**src/rtl/carry_select_subtractor_661010_pipelined.sv**
```systemverilog
// Pipelined 32-bit carry-select subtractor, D = A - B - Bin.
// Each of the four blocks (6/6/10/10) is resolved in its own pipeline stage.
// Subtraction is done as A + ~B + ~Bin. The carry out of each block is
// registered and selects between the two precomputed sums of the next block.
// A single global enable advances or freezes the whole pipe, which gives full
// backpressure. The downstream ready signal feeds back combinationally to in_ready.
`timescale 1ns/1ps
module carry_select_subtractor_661010_pipelined #(
  parameter int WIDTH = 32,
  parameter int BLK0  = 6,
  parameter int BLK1  = 6,
  parameter int BLK2  = 10,
  parameter int BLK3  = 10
) (
  input  logic             clk,
  input  logic             rst,
  input  logic             in_valid,
  output logic             in_ready,
  input  logic [WIDTH-1:0] A,
  input  logic [WIDTH-1:0] B,
  input  logic             Bin,
  output logic             out_valid,
  input  logic             out_ready,
  output logic [WIDTH-1:0] D,
  output logic             Bout,
  output logic             V
);

  localparam int O1 = BLK0;
  localparam int O2 = BLK0 + BLK1;
  localparam int O3 = BLK0 + BLK1 + BLK2;

  generate
    if ((BLK0 + BLK1 + BLK2 + BLK3) != WIDTH || BLK0 < 1 || BLK1 < 1 || BLK2 < 1 || BLK3 < 1) begin : g_bad_split
      $error("block widths must be >= 1 and sum to WIDTH");
    end
  endgenerate

  logic en;
  assign en       = out_ready | ~out_valid;
  assign in_ready = en;

  logic             vld_p0, vld_p1, vld_p2;
  logic             cy_p0, cy_p1, cy_p2;
  logic [O1-1:0]    d_p0;
  logic [O2-1:0]    d_p1;
  logic [O3-1:0]    d_p2;
  logic [WIDTH-1:O1] a_p0, b_p0;
  logic [WIDTH-1:O2] a_p1, b_p1;
  logic [WIDTH-1:O3] a_p2, b_p2;

  // ---- stage 0: block 0, single RCA with carry-in = ~Bin
  logic [BLK0:0] s0;
  assign s0 = {1'b0, A[O1-1:0]} + {1'b0, ~B[O1-1:0]} + {{BLK0{1'b0}}, ~Bin};

  // ---- stage 1: block 1, dual RCA selected by the stage-0 carry
  logic [BLK1:0] s1_z, s1_o, s1;
  assign s1_z = {1'b0, a_p0[O2-1:O1]} + {1'b0, ~b_p0[O2-1:O1]};
  assign s1_o = {1'b0, a_p0[O2-1:O1]} + {1'b0, ~b_p0[O2-1:O1]} + {{BLK1{1'b0}}, 1'b1};
  assign s1   = cy_p0 ? s1_o : s1_z;

  // ---- stage 2: block 2, dual RCA selected by the stage-1 carry
  logic [BLK2:0] s2_z, s2_o, s2;
  assign s2_z = {1'b0, a_p1[O3-1:O2]} + {1'b0, ~b_p1[O3-1:O2]};
  assign s2_o = {1'b0, a_p1[O3-1:O2]} + {1'b0, ~b_p1[O3-1:O2]} + {{BLK2{1'b0}}, 1'b1};
  assign s2   = cy_p1 ? s2_o : s2_z;

  // ---- stage 3: block 3, dual RCA selected by the stage-2 carry
  logic [BLK3:0] s3_z, s3_o, s3;
  assign s3_z = {1'b0, a_p2[WIDTH-1:O3]} + {1'b0, ~b_p2[WIDTH-1:O3]};
  assign s3_o = {1'b0, a_p2[WIDTH-1:O3]} + {1'b0, ~b_p2[WIDTH-1:O3]} + {{BLK3{1'b0}}, 1'b1};
  assign s3   = cy_p2 ? s3_o : s3_z;

  // Valid chain and output registers: cleared by reset, shift together on en
  always_ff @(posedge clk or posedge rst) begin
    if (rst) begin
      vld_p0    <= 1'b0;
      vld_p1    <= 1'b0;
      vld_p2    <= 1'b0;
      out_valid <= 1'b0;
      D         <= '0;
      Bout      <= 1'b0;
      V         <= 1'b0;
    end else if (en) begin
      vld_p0    <= in_valid;
      vld_p1    <= vld_p0;
      vld_p2    <= vld_p1;
      out_valid <= vld_p2;
      D         <= {s3[BLK3-1:0], d_p2};
      Bout      <= ~s3[BLK3];
      V         <= (a_p2[WIDTH-1] ^ b_p2[WIDTH-1]) & (s3[BLK3-1] ^ a_p2[WIDTH-1]);
    end
  end

  // Partial differences, block carries and skewed operand bits (no reset needed)
  always_ff @(posedge clk) begin
    if (en) begin
      d_p0  <= s0[BLK0-1:0];
      cy_p0 <= s0[BLK0];
      a_p0  <= A[WIDTH-1:O1];
      b_p0  <= B[WIDTH-1:O1];
      d_p1  <= {s1[BLK1-1:0], d_p0};
      cy_p1 <= s1[BLK1];
      a_p1  <= a_p0[WIDTH-1:O2];
      b_p1  <= b_p0[WIDTH-1:O2];
      d_p2  <= {s2[BLK2-1:0], d_p1};
      cy_p2 <= s2[BLK2];
      a_p2  <= a_p1[WIDTH-1:O3];
      b_p2  <= b_p1[WIDTH-1:O3];
    end
  end

endmodule

```
**config.mk**
```make
export PLATFORM = sky130hd
export DESIGN_NAME = carry_select_subtractor_661010_pipelined
export DESIGN_NICKNAME = d
export VERILOG_FILES = /design/src/rtl/carry_select_subtractor_661010_pipelined.sv
export SDC_FILE = /design/constraint.sdc
export NUM_CORES = 1
export LEC_CHECK = 0
export ABC_AREA = 1
export BUFFER_PORTS_ARGS = -buffer_cell sky130_fd_sc_hd__buf_2
export CAP_MARGIN = 10
export CORE_ASPECT_RATIO = 1.2
export CORE_MARGIN = 2
export CORE_UTILIZATION = 62
export DETAILED_ROUTE_END_ITERATION = 12
export PLACE_DENSITY = 0.88
export SYNTH_ARGS = -nofsm -noshare
export SYNTH_HDL_FRONTEND = slang
export SYNTH_SLANG_ARGS = --single-unit
```
**constraint.sdc**
```tcl
create_clock -name clk -period 9 [get_ports clk]
set_clock_uncertainty 0.15 [all_clocks]
set_input_delay 0.45 -clock clk [delete_from_list [all_inputs] [get_ports clk]]
set_output_delay 0.45 -clock clk [all_outputs]
set_load 0.02 [all_outputs]
```
# After elaboration in Yosys (flattened, before gate mapping)
# Index checks and enable logic that the tools add are counted.
[word_totals]
register_bits = 193
inputBits = 69
out_inout_bits = 36
[classes]
bitwise_logic = 11
n_mux = 3
n_addsub = 8
[ops]
columns = ["cell", "n"]
rows = [
  ["adder 10 x 10 -> 11 bit", 2],
  ["adder 11 x 1 -> 11 bit, second input constant", 2],
  ["two-way mux 11 bit", 2],
  ["inverter 10 bit", 2],
  ["adder 6 x 6 -> 7 bit", 2],
  ["inverter 6 bit", 2],
  ["adder 7 x 1 -> 7 bit", 1],
  ["adder 7 x 1 -> 7 bit, second input constant", 1],
  ["two-way mux 7 bit", 1],
  ["inverter 1 bit", 3],
  ["XOR 1 bit", 2],
  ["bitwise AND 1 bit", 1],
  ["bitwise OR 1 bit", 1],
]

# Depth between registers and ports, before layout
# Gate-level depths: netlist of run 1.
[depth]
depth_word = 6
depth_mapped = 18

# Worst setup path before layout of run 1
# OpenSTA, ideal clock, no wires.
[synth_path]
path_type = "reg2reg"
from = "register out_valid"
to = "register a_p0[10] in the netlist's numbering (enable)"
synth_period_minus_slack_ns = 5.906
path_stages_with_launch = 5
setup_slack_ns = 3.094
arrival_time_ns = 5.167
setup_ns = 0.589
n_path_buf = 1
t_required_ns = 8.261
cell_sequence = "dfrtp_1 inv_1 nor2_1 inv_1 clkbuf_1"
[synth_via]
elab_chain_len = 2
[synth_rtl]
columns = ["item", "line", "rtl"]
rows = [
  ["start: declaration", "22", "output logic out_valid,"],
  ["start signal: assignment", "88", "out_valid <= vld_p2;"],
  ["inverter 1 bit", "40", "assign en = out_ready | ~out_valid;"],
  ["bitwise OR 1 bit", "40", ""],
  ["named net in_ready", "18", "output logic in_ready,"],
  ["end signal: assignment", "100", "a_p0 <= A[WIDTH-1:O1];"],
  ["end: declaration", "48", "logic [WIDTH-1:O1] a_p0, b_p0;"],
]
# The timed path passes the listed nets, and every way through them passes these cells.
# A chain may end at the register's enable or synchronous reset.

# Worst setup path after layout of run 1
[layout_path]
from = "register out_valid"
to = "register b_p0[24] in the netlist's numbering (enable)"
[layout_via]
elab_chain_len = 2
[layout_rtl]
columns = ["item", "line", "rtl"]
rows = [
  ["inverter 1 bit", "40", ""],
  ["bitwise OR 1 bit", "40", ""],
  ["end signal: assignment", "101", "b_p0 <= B[WIDTH-1:O1];"],
  ["end: declaration", "48", ""],
]
# No other way between the ends.

==> impl_results.md, run 1 <==
* Synth Area in Adders at 0.06301
* Hold Path Depth at 1
* Post-DP Area at a little over 9000 um2
* Worst Hold Launch: B[8]
* Clock Sinks at 193
* CTS tree: built
* CP Data Arrival Time at approximately 2.8 ns
* Clock tree buffer depth at 2
* Register area share after synthesis at 0.6721
* ANT nets after route at 0
* Clock Latency Late Sink at 0.42 ns
* RD Place Congestion at just over 0.8
* Most used cell, CP: buf_4
* Power Dens Cells at 357.9 nW/um2
* Final Max Slew Viols at 0
* Area Growth Syn to Fin at 15.65%
* Starting Density at 0.6328
* Fmax at between 300 and 400 MHz
* Yosys warnings at 0
* Pwr Total at between 0.003 and 0.004 W
* Hold crit path type: input pin to flop
* Die Area at ~14000 um2
* Crit path buf inv count at 4
* Startpoint class of the critical path: flop
* VDD IR max at between 200 and 250 uV
* Vias at 5128
* Final period demand of the worst path at 2.867 ns
* Die Y at roughly 130 um
* Total wire length at ~13 mm
* Initial antenna violation count at 0
* Hold Buf Count CTS at 1
* Reg-to-reg startpoint: out_valid
* Post-CTS Setup Bufs at 0
* Worst R2R Path Depth at 5
* Max-slew headroom at 0.3540
* Fin util at 0.7318
* Chip width at between 100 and 150 um
* Largest net degree at the start of global routing at 100
* Final setup violating endpoints at 0
* Remaining DRCs at 0
* CP top delay family: buffers and inverters
* Avg WL per Cell at 13.35 um
* Max cap viols at 0
* FF+latch count, synth at approximately 190
* Final Cell Area at around 9600 um2
* Post-synthesis mux area share at 0
* R2r endpoint: b_p0[24]
* TritonCTS Buffers at 17
* Unrepaired setup endpoints after global routing: false
* Share of cells above drive strength 1 at 0.2115
* CP cell instances: inv_1, nor2_4, buf_4, inv_6, buf_4
* DR pass1 iterations at 5
* Leakage at between 4 and 5 nW
* Min Hold Slack at about 0.048 ns
* Mean post-synth cell area at between 10 and 15 um2
* Row count at between 40 and 50
* Filler instances at approximately 830
* CTS H-Tree Depth at 4
* Main combinational cell family by area after synthesis: simple AND/OR/NAND/NOR gates
* Post-DP HPWL at between 9 and 10 mm
* CP max FO at between 90 and 100
* Status: finished clean
* WHS Endpoint: b_p0[8]
* Fin. Hold Viols at 0
* Crit Path Class: flop to flop
* Worst Tran Pin Value at ~0.97 ns
* Critical Path RT at 8.89 ns
* Crit share post-route at 0.3186
* GRT Total Usage at 0.1982
* Crit-path max cell delay at 0.85 ns
* Grt ovf at 0
* R2R setup slack at 6.13 ns
* Syn Inst Count at ~700
* I/O pin total at 105
* Area of the core at 13180 um2
* Number of global-route vias before repair at about 5000
* Complex-gate fraction of the synthesized area at 0.03390
* XOR/XNOR Fraction of Synth Area at 0.02955
* CP max stage cell: buf_4
* Syn Std Cell Area at ~8300 um2
* Clock-pin slew on the worst setup and hold paths at about 0.070 ns
* Synth Area in Simple Gates at 0.1496
* Nets@finish at just over 900
* First-pass GRT wire length at roughly 22 mm
* Syn Nets at ~800
* Port Buffers at 104
* Synth cell types at 39
* Element type at the critical path end: flop
* Setup TNS at 0 ns
* Ant diodes at 0
* Via density at ~5
* Initial drt markers at 300
* Clk root buf: clkbuf_16
* Cts repair resizes at 0
how the worst max path moves through the flow:
stage,startpoint,endpoint,slack (ns),cells past startpoint
after floorplan,out_valid,a_p0[10],3.09,4
after global placement,out_ready,a_p0[27],6.06,5
after detailed placement,out_ready,a_p0[27],6.02,5
after CTS,out_valid,b_p0[26],6.11,5
after global routing,out_valid,D[28],5.88,7
final,out_valid,b_p0[24],6.13,5
flip-flops by register name, summed over array words and instances, names as in the netlist:
| signal | count |
|---|---|
| Bout | 1 |
| D | 32 |
| V | 1 |
| a_p0 | 26 |
| a_p1 | 20 |
| a_p2 | 10 |
| b_p0 | 26 |
| b_p1 | 20 |
| b_p2 | 10 |
| cy_p0 | 1 |
| cy_p1 | 1 |
| cy_p2 | 1 |
| d_p0 | 6 |
| d_p1 | 12 |
| d_p2 | 22 |
| out_valid | 1 |
| vld_p0 | 1 |
| vld_p1 | 1 |
| vld_p2 | 1 |
synth_stat cells (all sizes together):
library cell	number	area share
a21boi	1	0.00090
a21o	1	0.00090
a21oi	27	0.017
a221oi	1	0.0011
a22o	1	0.0011
and2	1	0.0011
buf	3	0.0024
clkbuf	6	0.0027
dfrtp	38	0.11
edfxtp	155	0.56
fa	5	0.012
ha	34	0.051
inv	104	0.047
nand2	198	0.092
nand3	38	0.026
nand3b	3	0.0027
nand4	6	0.0045
nor2	28	0.016
nor3	3	0.0044
nor4	1	0.00075
o21a	1	0.00090
o21ai	14	0.0084
o21bai	2	0.0023
o31ai	2	0.0018
or2	2	0.0015
xnor2	8	0.0084
xor2	18	0.021
routing by layer:
| metal | up-vias | wire (um) | track usage | part of all wire |
|---|---|---|---|---|
| met1 | 2367 | 5276 | 0.2240 | 0.40 |
| met5 | - | 0 | 0 | 0 |
| met4 | 0 | 402 | 0.09754 | 0.030 |
| met3 | 37 | 653 | 0.04844 | 0.049 |
| met2 | 161 | 7012 | 0.3493 | 0.53 |
| li1 | 2563 | - | - | - |
power by group:
part	switching, W	internal [W]	leakage, nW
sequential	0.000127	0.00137	2.03
combinational	0.000824	0.000419	2.15
clock	0.000321	0.000392	0.280
total	0.00127	0.00218	4.46
logic make-up (layout without fill, tap and decap cells):
| group | Yosys count | in the layout |
|---|---|---|
| DFF | 193 | 193 |
| xor gates and xnor gates | 26 | 26 |
| adders and majority gates | 39 | 39 |
| and+or+nand+nor | 280 | 280 |
| buffers and inverters | 113 | 244 |
| AOI/OAI and AO/OA | 50 | 50 |
area by class of cell:
type,count,area [um2],area share
clock buffer,22,485.5,0.05033
clock inverter,10,86.33,0.008951
inverter,104,395.4,0.04099
multi-input combinational,395,2310,0.2395
sequential,193,5605,0.5811
tap,168,210.2,0.02179
timing repair buffer,108,553.0,0.05734
worst register-to-register path, delay by kind of cell (launching register included):
family	cells	cell delay, ns
AND/OR/NAND/NOR	1	0.03
flip-flops	1	0.37
buffers and inverters	4	1.87
cells in the final DEF, fill, tap and decap left out, types with 4 or more instances in the layout:
| master | count |
|---|---|
| inv_1 | 99 |
| o21ai_0 | 12 |
| nor2_1 | 19 |
| buf_2 | 104 |
| fa_1 | 5 |
| dfrtp_1 | 38 |
| ha_1 | 34 |
| xor2_1 | 17 |
| nand2_2 | 10 |
| clkbuf_16 | 18 |
| nand2_1 | 188 |
| nand3_1 | 32 |
| xnor2_1 | 8 |
| nand4_1 | 6 |
| a21oi_1 | 26 |
| edfxtp_1 | 155 |
| inv_6 | 5 |
| nand3_2 | 6 |
| inv_2 | 4 |
| nor2_2 | 6 |
per-stage QoR:
stage | setup slack [ns] | std cells
global placement | 6.056 | 967
detailed placement | 6.019 | 967
floorplan | 3.094 | 701
CTS | 6.113 | 1000
global route | 5.879 | 1000
finish | 6.133 | 1000
Power figures use the tool's default switching activity.
==> run 2, diff against run 1 <==
ABC_AREA = 0   (was 1)
CORE_UTILIZATION = 52   (was 62)
PLACE_DENSITY = 0.79   (was 0.88)
clock period = 2.5 ns   (was 9 ns; I/O delays follow)
==> run 2 against run 1 <==
The flow now finishes with violations (negative setup slack). Combinational power rose to 5.2 times the previous value. Non-clock buffer count up 104. Wire length up 16%. Maximum frequency up 8.7%. Global-route usage down 0.66 points. First-iteration DRC count down 6.7%. Sequential share of layout area down 6.9 points. Highest routed layer unchanged. Die area up 18%. Clock-buffer cell count down 5.
==> impl_results.md, run 2 <==
* Status: complete, but fails checks
* Failing checks: negative setup slack
* FF+latch count, synth at 193
* Clock-pin slew on the worst setup and hold paths at roughly 0.070 ns
* Share of cells above drive strength 1 at 0.2978
* CP max FO at 4
* Clk root buf: clkbuf_16
* Leakage at 4.650 nW
* Async SR Flop Fraction at 0.1969
* I/O pin total at about 110
* Area Growth Syn to Fin at 31.97%
* Starting Density at 0.5308
* Synth cell types at between 60 and 70
* Fin. Hold Viols at 0
* Die Y at 142.4 um
* Post-DP HPWL at 10.04 mm
* Worst Hold Launch: B[1]
* Post-synth EDFFs at ~160
* Avg WL per Cell at between 10 and 15 um
* Chip width at 119.3 um
* Hold crit path type: input pin to flop
* ANT nets after route at 0
* Port Buffers at ~100
* Max reg flops at 32
* Fin util at 0.7005
* Post-place setup slack at -0.1283 ns
* Crit Path Class: flop to flop
* Vias at ~5300
* Final Cell Area at ~11000 um2
* Total wire length at about 16 mm
* Synth cell count leaders: edfxtp_1 (155), nand2_1 (94), inv_1 (50), dfrtp_1 (38), ha_1 (34)
* Ant diodes at 0
* Row count at 50
* Final setup violating endpoints at 9
* Reg-to-reg startpoint: a_p2[22]
* Crit path from: a_p2[22]
* Remaining DRCs at 0
* Fmax at 379.1 MHz
* Unrepaired setup endpoints after global routing: true
* Hold Path Depth at 3
* Post-synth top area share at 0.5607
* Ys flop type: edfxtp_1
* Most frequent cells in the layout: edfxtp_1 (155), buf_2 (104), nand2_1 (93), dlygate4sd3_1 (58), inv_1 (46)
* GRT Total Usage at 0.1916
* Multi-input gate area at 2763 um2
* Worst Tran Pin Value at 0.4900 ns
* Element type at the critical path end: flop
* Most frequent cell after synthesis: edfxtp_1
* CTS tree: built
* Worst R2R Path Depth at 11
* Final period demand of the worst path at 2.638 ns
* Yosys top cell by area: edfxtp_1
* First-pass GRT wire length at about 25 mm
* Register area share after synthesis at 0.6752
* Max cap viols at 0
* Initial drt markers at between 200 and 300
* Min Hold Slack at between 0.015 and 0.02 ns
* RD Place Congestion at between 0.8 and 0.9
* Largest Register: D
* Area of the core at around 16000 um2
* Area contributors post-synth: edfxtp_1 (56%), dfrtp_1 (11%), ha_1 (5.1%), nand2_1 (4.3%), inv_1 (2.3%)
* Crit share post-route at 1.055
* Power Dens Cells at roughly 1300 nW/um2
* Mean post-synth cell area at about 14 um2
* DR pass1 iterations at 4
* Post-DP Area at ~9400 um2
* CP Data Arrival Time at between 2 and 3 ns
* Die Area at 17000 um2
* Startpoint class of the critical path: flop
* Syn Std Cell Area at slightly above 8000 um2
* Reg area at between 5000 and 6000 um2
* Filler instances at approximately 1100
* Initial antenna violation count at 0
* Syn Inst Count at 604
* Final std cells w/o fill at between 1000 and 1500
* Max-slew headroom at 0.6734
* Critical Path RT at about 2.7 ns
* Clock tree buffer depth at 2
* Nets@finish at roughly 930
* Via density at between 5 and 6
* Commonest non-fill, non-tap cell in the layout: edfxtp_1
* Clock Sinks at 193
* Syn Nets at ~710
* VDD IR max at ~640 uV
* TritonCTS Buffers at 17
* Number of global-route vias before repair at between 5000 and 6000
* Yosys warnings at 0
* Placed cell count at between 900 and 1000
* Largest net degree at the start of global routing at 68
* CTS H-Tree Depth at 4
* Clock Latency Late Sink at between 0.4 and 0.5 ns
* Final Max Slew Viols at 0
* Biggest regs: D (32), a_p0 (26), b_p0 (26)
* Post-route setup slack at -0.1380 ns
* Grt ovf at 0
## run 2: cell count changes after synthesis, moves of 7 or more
| cell | previous run | this run |
|---|---|---|
| a21o_1 | 1 | 14 |
| a21oi_1 | 26 | 13 |
| inv_1 | 100 | 50 |
| nand2_1 | 188 | 94 |
| nand2_2 | 10 | 0 |
| nand3_1 | 32 | 8 |
| o21ai_0 | 12 | 19 |
| xnor2_1 | 8 | 19 |
## run 2: area by class of cell
cell class              instances  area share
clock buffers                  17     0.03883
flip-flops and latches        193      0.5116
multi-input cells             349      0.2522
repair buffers                212      0.1381
clock inverters                15     0.01793
well taps                     208     0.02376
inverters                      50     0.01759
## run 2: timing repair
action,in CTS,in global routing
buffers inserted,8,6
endpoints found under the setup margin,9,13
gates resized for setup,17,42
hold buffers,58,0
endpoints found under the hold margin,94,0
gates cloned,0,0
pin swaps,8,21
## run 2: worst paths after layout
kind	slack, ns	to
setup / recovery	-0.14	Bout
hold / removal	0.02	d_p0[1]
setup reg to reg	-0.14	Bout
hold reg to reg	0.26	a_p2[23]
max in group asynchronous	1.65	D[20]
min in group asynchronous	0.20	D[8]
## run 2: metal layers
layer | vias up | global-route usage | part of all wire
met5 | - | 0 | 0
met4 | 0 | 0.07307 | 0.020
met3 | 24 | 0.04167 | 0.035
met2 | 120 | 0.3472 | 0.53
met1 | 2501 | 0.2229 | 0.42
li1 | 2617 | - | -
## run 2: worst max-delay path: stages (launching register included)
cell and delay [ns]:
edfxtp_1 0.42, ha_4 0.19, inv_2 0.05, fa_2 0.44, inv_2 0.10, ha_4 0.15, nand2_4 0.06, nor2b_4 0.13
o311a_1 0.16, nand4b_1 0.16, a2111o_1 0.39, a31oi_1 0.16
## run 2: stage by stage
step | total power [W] | setup TNS, ns
finish | 0.01458 | -0.6293
global route | 0.01547 | -1.534
CTS | 0.01411 | -0.2778
detailed placement | 0.01088 | -0.7195
global placement | 0.01064 | -0.1379
floorplan | 0.008987 | -0.007462
## run 2: where the power goes
part / switching (W) / internal [W] / leakage, nW / total (W)
clock: 0.00121 / 0.00161 / 0.302 / 0.00282
combinational: 0.00354 / 0.00286 / 2.32 / 0.00639
sequential: 0.000455 / 0.00492 / 2.03 / 0.00537
## run 2: cell families (layout without fill, tap and decap cells)
group                      after synthesis  after routing  share of synthesized area
DFF                                    193            193                     0.6752
and+or+nand+nor                        176            176                     0.1043
AOI/OAI and AO/OA                       95             95                    0.08651
buffers and inverters                   62            294                    0.02818
adders and majority gates               39             39                    0.06330
xor gates and xnor gates                37             37                    0.03994
muxes                                    2              2                   0.002562
==> run 3, diff against run 2 <==
CAP_MARGIN = default   (was 10)
PLACE_DENSITY = 0.75   (was 0.79)
==> run 3 against run 2 <==
The run still ends with negative setup slack left. Final area decreased by 0.85%. First-iteration DRC count is the same. Total power shrank 1.1%. Global-route usage rose by 0.072 points. Die area did not move. Critical path depth unchanged. Clock power shrank 2%. Final cell count is 0.38% lower. Critical endpoint is now D[30]. Highest routed layer unchanged.
==> impl_results.md, run 3 (synthesis results as in run 2) <==
* TritonCTS Buffers at 17
* CP Data Arrival Time at roughly 2.9 ns
* Remaining DRCs at 0
* Clock tree buffer depth at 2
* Max-slew headroom at 0.6702
* Port Buffers at roughly 100
* Most used cell, CP: inv_2
* Post-route setup slack at -0.1801 ns
* I/O pin total at between 100 and 150
* Final Max Slew Viols at 0
* Crit Path Class: flop to flop
* Max Used Layer: met4
* CP cell instances: ha_4, inv_2, fa_2, inv_2, ha_1, nand2_1, nor2b_2, o311a_1, nand4b_1, or3_1, a31oi_1
* Vias at 5329
* Via density at around 5.1
* Ant diodes at 0
* Clock-pin slew on the worst setup and hold paths at 0.07 ns
* Initial antenna violation count at 0
* CTS H-Tree Depth at 4
* CTS tree: built
* Max cap viols at 0
* GRT Total Usage at 0.1923
* Grt ovf at 0
* Unrepaired setup endpoints after global routing: true
* Final setup violating endpoints at 6
* VDD IR max at a little under 600 uV
* DR pass1 iterations at 4
* Commonest non-fill, non-tap cell in the layout: edfxtp_1
* Crit-path max cell delay at 0.45 ns
* Routed wl met3 at 623 um
* Area Growth Syn to Fin at 30.85%
* CP max stage cell: fa_2
* Post-DP HPWL at between 10 and 15 mm
* Biggest regs: D (32), a_p0 (26), b_p0 (26)
* Die Y at approximately 140 um
* R2R setup slack at -0.18 ns
* Fmax at between 300 and 400 MHz
* Status: complete, but fails checks
* Fin util at 0.6946
* CP max FO at 4
* ANT nets after route at 0
* Fin. Hold Viols at 0
* Clock Latency Late Sink at ~0.42 ns
* Power Dens Cells at roughly 1300 nW/um2
* Max reg flops at 32
* Failing checks: negative setup slack
* Crit path buf inv count at 2
* Row count at 50
* Avg WL per Cell at approximately 15 um
* Die Area at approximately 17000 um2
* Most frequent cells in the layout: edfxtp_1 (155), buf_2 (104), nand2_1 (94), dlygate4sd3_1 (58), inv_1 (45)
* Final period demand of the worst path at between 2 and 3 ns
* Filler instances at around 1100
* Startpoint class of the critical path: flop
* Met1 Wirelength at 6.187 mm
* Number of global-route vias before repair at 5509
* Starting Density at 0.5308
* Clock Sinks at 193
* Met2 Routed Length at approximately 8.4 mm
* First-pass GRT wire length at about 25 mm
* Hold crit path type: input pin to flop
* Largest Register: D
* Worst Tran Pin Value at between 0.4 and 0.5 ns
* Setup TNS at -0.8619 ns
* Area of the core at ~16000 um2
* Nets@finish at around 930
* Share of cells above drive strength 1 at 0.2861
* Total wire length at approximately 16 mm
* Element type at the critical path end: flop
* Initial drt markers at 280
* Clk root buf: clkbuf_16
* Crit share post-route at 1.072
* Chip width at about 120 um
* Critical Path RT at between 2 and 3 ns
* CP top delay family: adder cells
* Largest net degree at the start of global routing at approximately 50
* Leakage at 4.602 nW
* RD Place Congestion at roughly 0.93
## run 3: cell types whose count changed in the layout (fill, tap and decap cells not counted), sizes merged
cell and change:
clkbuf +1, buf -4, clkinv -1
## run 3: worst paths after layout
kind                       cells past startpoint  endpoint  startpoint
hold / removal                                 3   d_p0[0]        B[0]
setup reg to reg                              11     D[30]    a_p2[22]
setup / recovery                              11     D[30]    a_p2[22]
max in group asynchronous                      4     D[27]         rst
hold reg to reg                                0  b_p1[22]    b_p0[22]
min in group asynchronous                      4    vld_p2         rst
## run 3: worst register-to-register path: stages (launching register included)
cell      delay (ns)
edfxtp_1        0.42
ha_4            0.20
inv_2           0.06
fa_2            0.45
inv_2           0.09
ha_1            0.14
nand2_1         0.09
nor2b_2         0.15
o311a_1         0.18
nand4b_1        0.16
or3_1           0.36
a31oi_1         0.16
## run 3: routing by layer
layer	vias up	GRT usage
met3	38	0.04327
li1	2607	-
met5	-	0
met2	136	0.3600
met1	2548	0.2050
met4	0	0.09040
## run 3: power by group
| part | internal [W] | switching, W | leakage (nW) |
|---|---|---|---|
| combinational | 0.00272 | 0.00358 | 2.28 |
| clock | 0.00159 | 0.00117 | 0.295 |
| sequential | 0.00492 | 0.000443 | 2.03 |
| total | 0.00923 | 0.00520 | 4.60 |
## run 3: cell type report
| class | instances | area (um2) | area share |
|---|---|---|---|
| Tap cell | 208 | 260.3 | 0.02396 |
| Inverter | 50 | 192.7 | 0.01774 |
| Clock buffer | 18 | 429.2 | 0.03951 |
| Timing Repair Buffer | 208 | 1488 | 0.1370 |
| Clock inverter | 14 | 175.2 | 0.01613 |
| Multi-Input combinational cell | 349 | 2713 | 0.2497 |
| Sequential cell | 193 | 5605 | 0.5160 |
## run 3: through the flow
stage / hold WS, ns / cell area [um2] / setup slack (ns) / cells / power [W]
after floorplan: 0.07387 / 8344 / -0.007462 / 604 / 0.008987
after global routing: 0.01077 / 10860 / -0.2804 / 1040 / 0.01528
after global placement: 0.1108 / 9384 / -0.06123 / 940 / 0.01056
final: 0.005209 / 10860 / -0.1801 / 1040 / 0.01442
after CTS: 0.0005595 / 10710 / -0.1579 / 1035 / 0.01404
after detailed placement: 0.1278 / 9384 / -0.2246 / 940 / 0.01091
## run 3: timing repair
action                                 in CTS  in global routing
pin swaps                                  14                 13
endpoints found under the hold margin      95                  0
setup buffers                               6                  5
cloned                                      0                  0
gates resized for setup                    21                 26
hold buffers                               58                  0
setup endpoints to repair                   9                 13
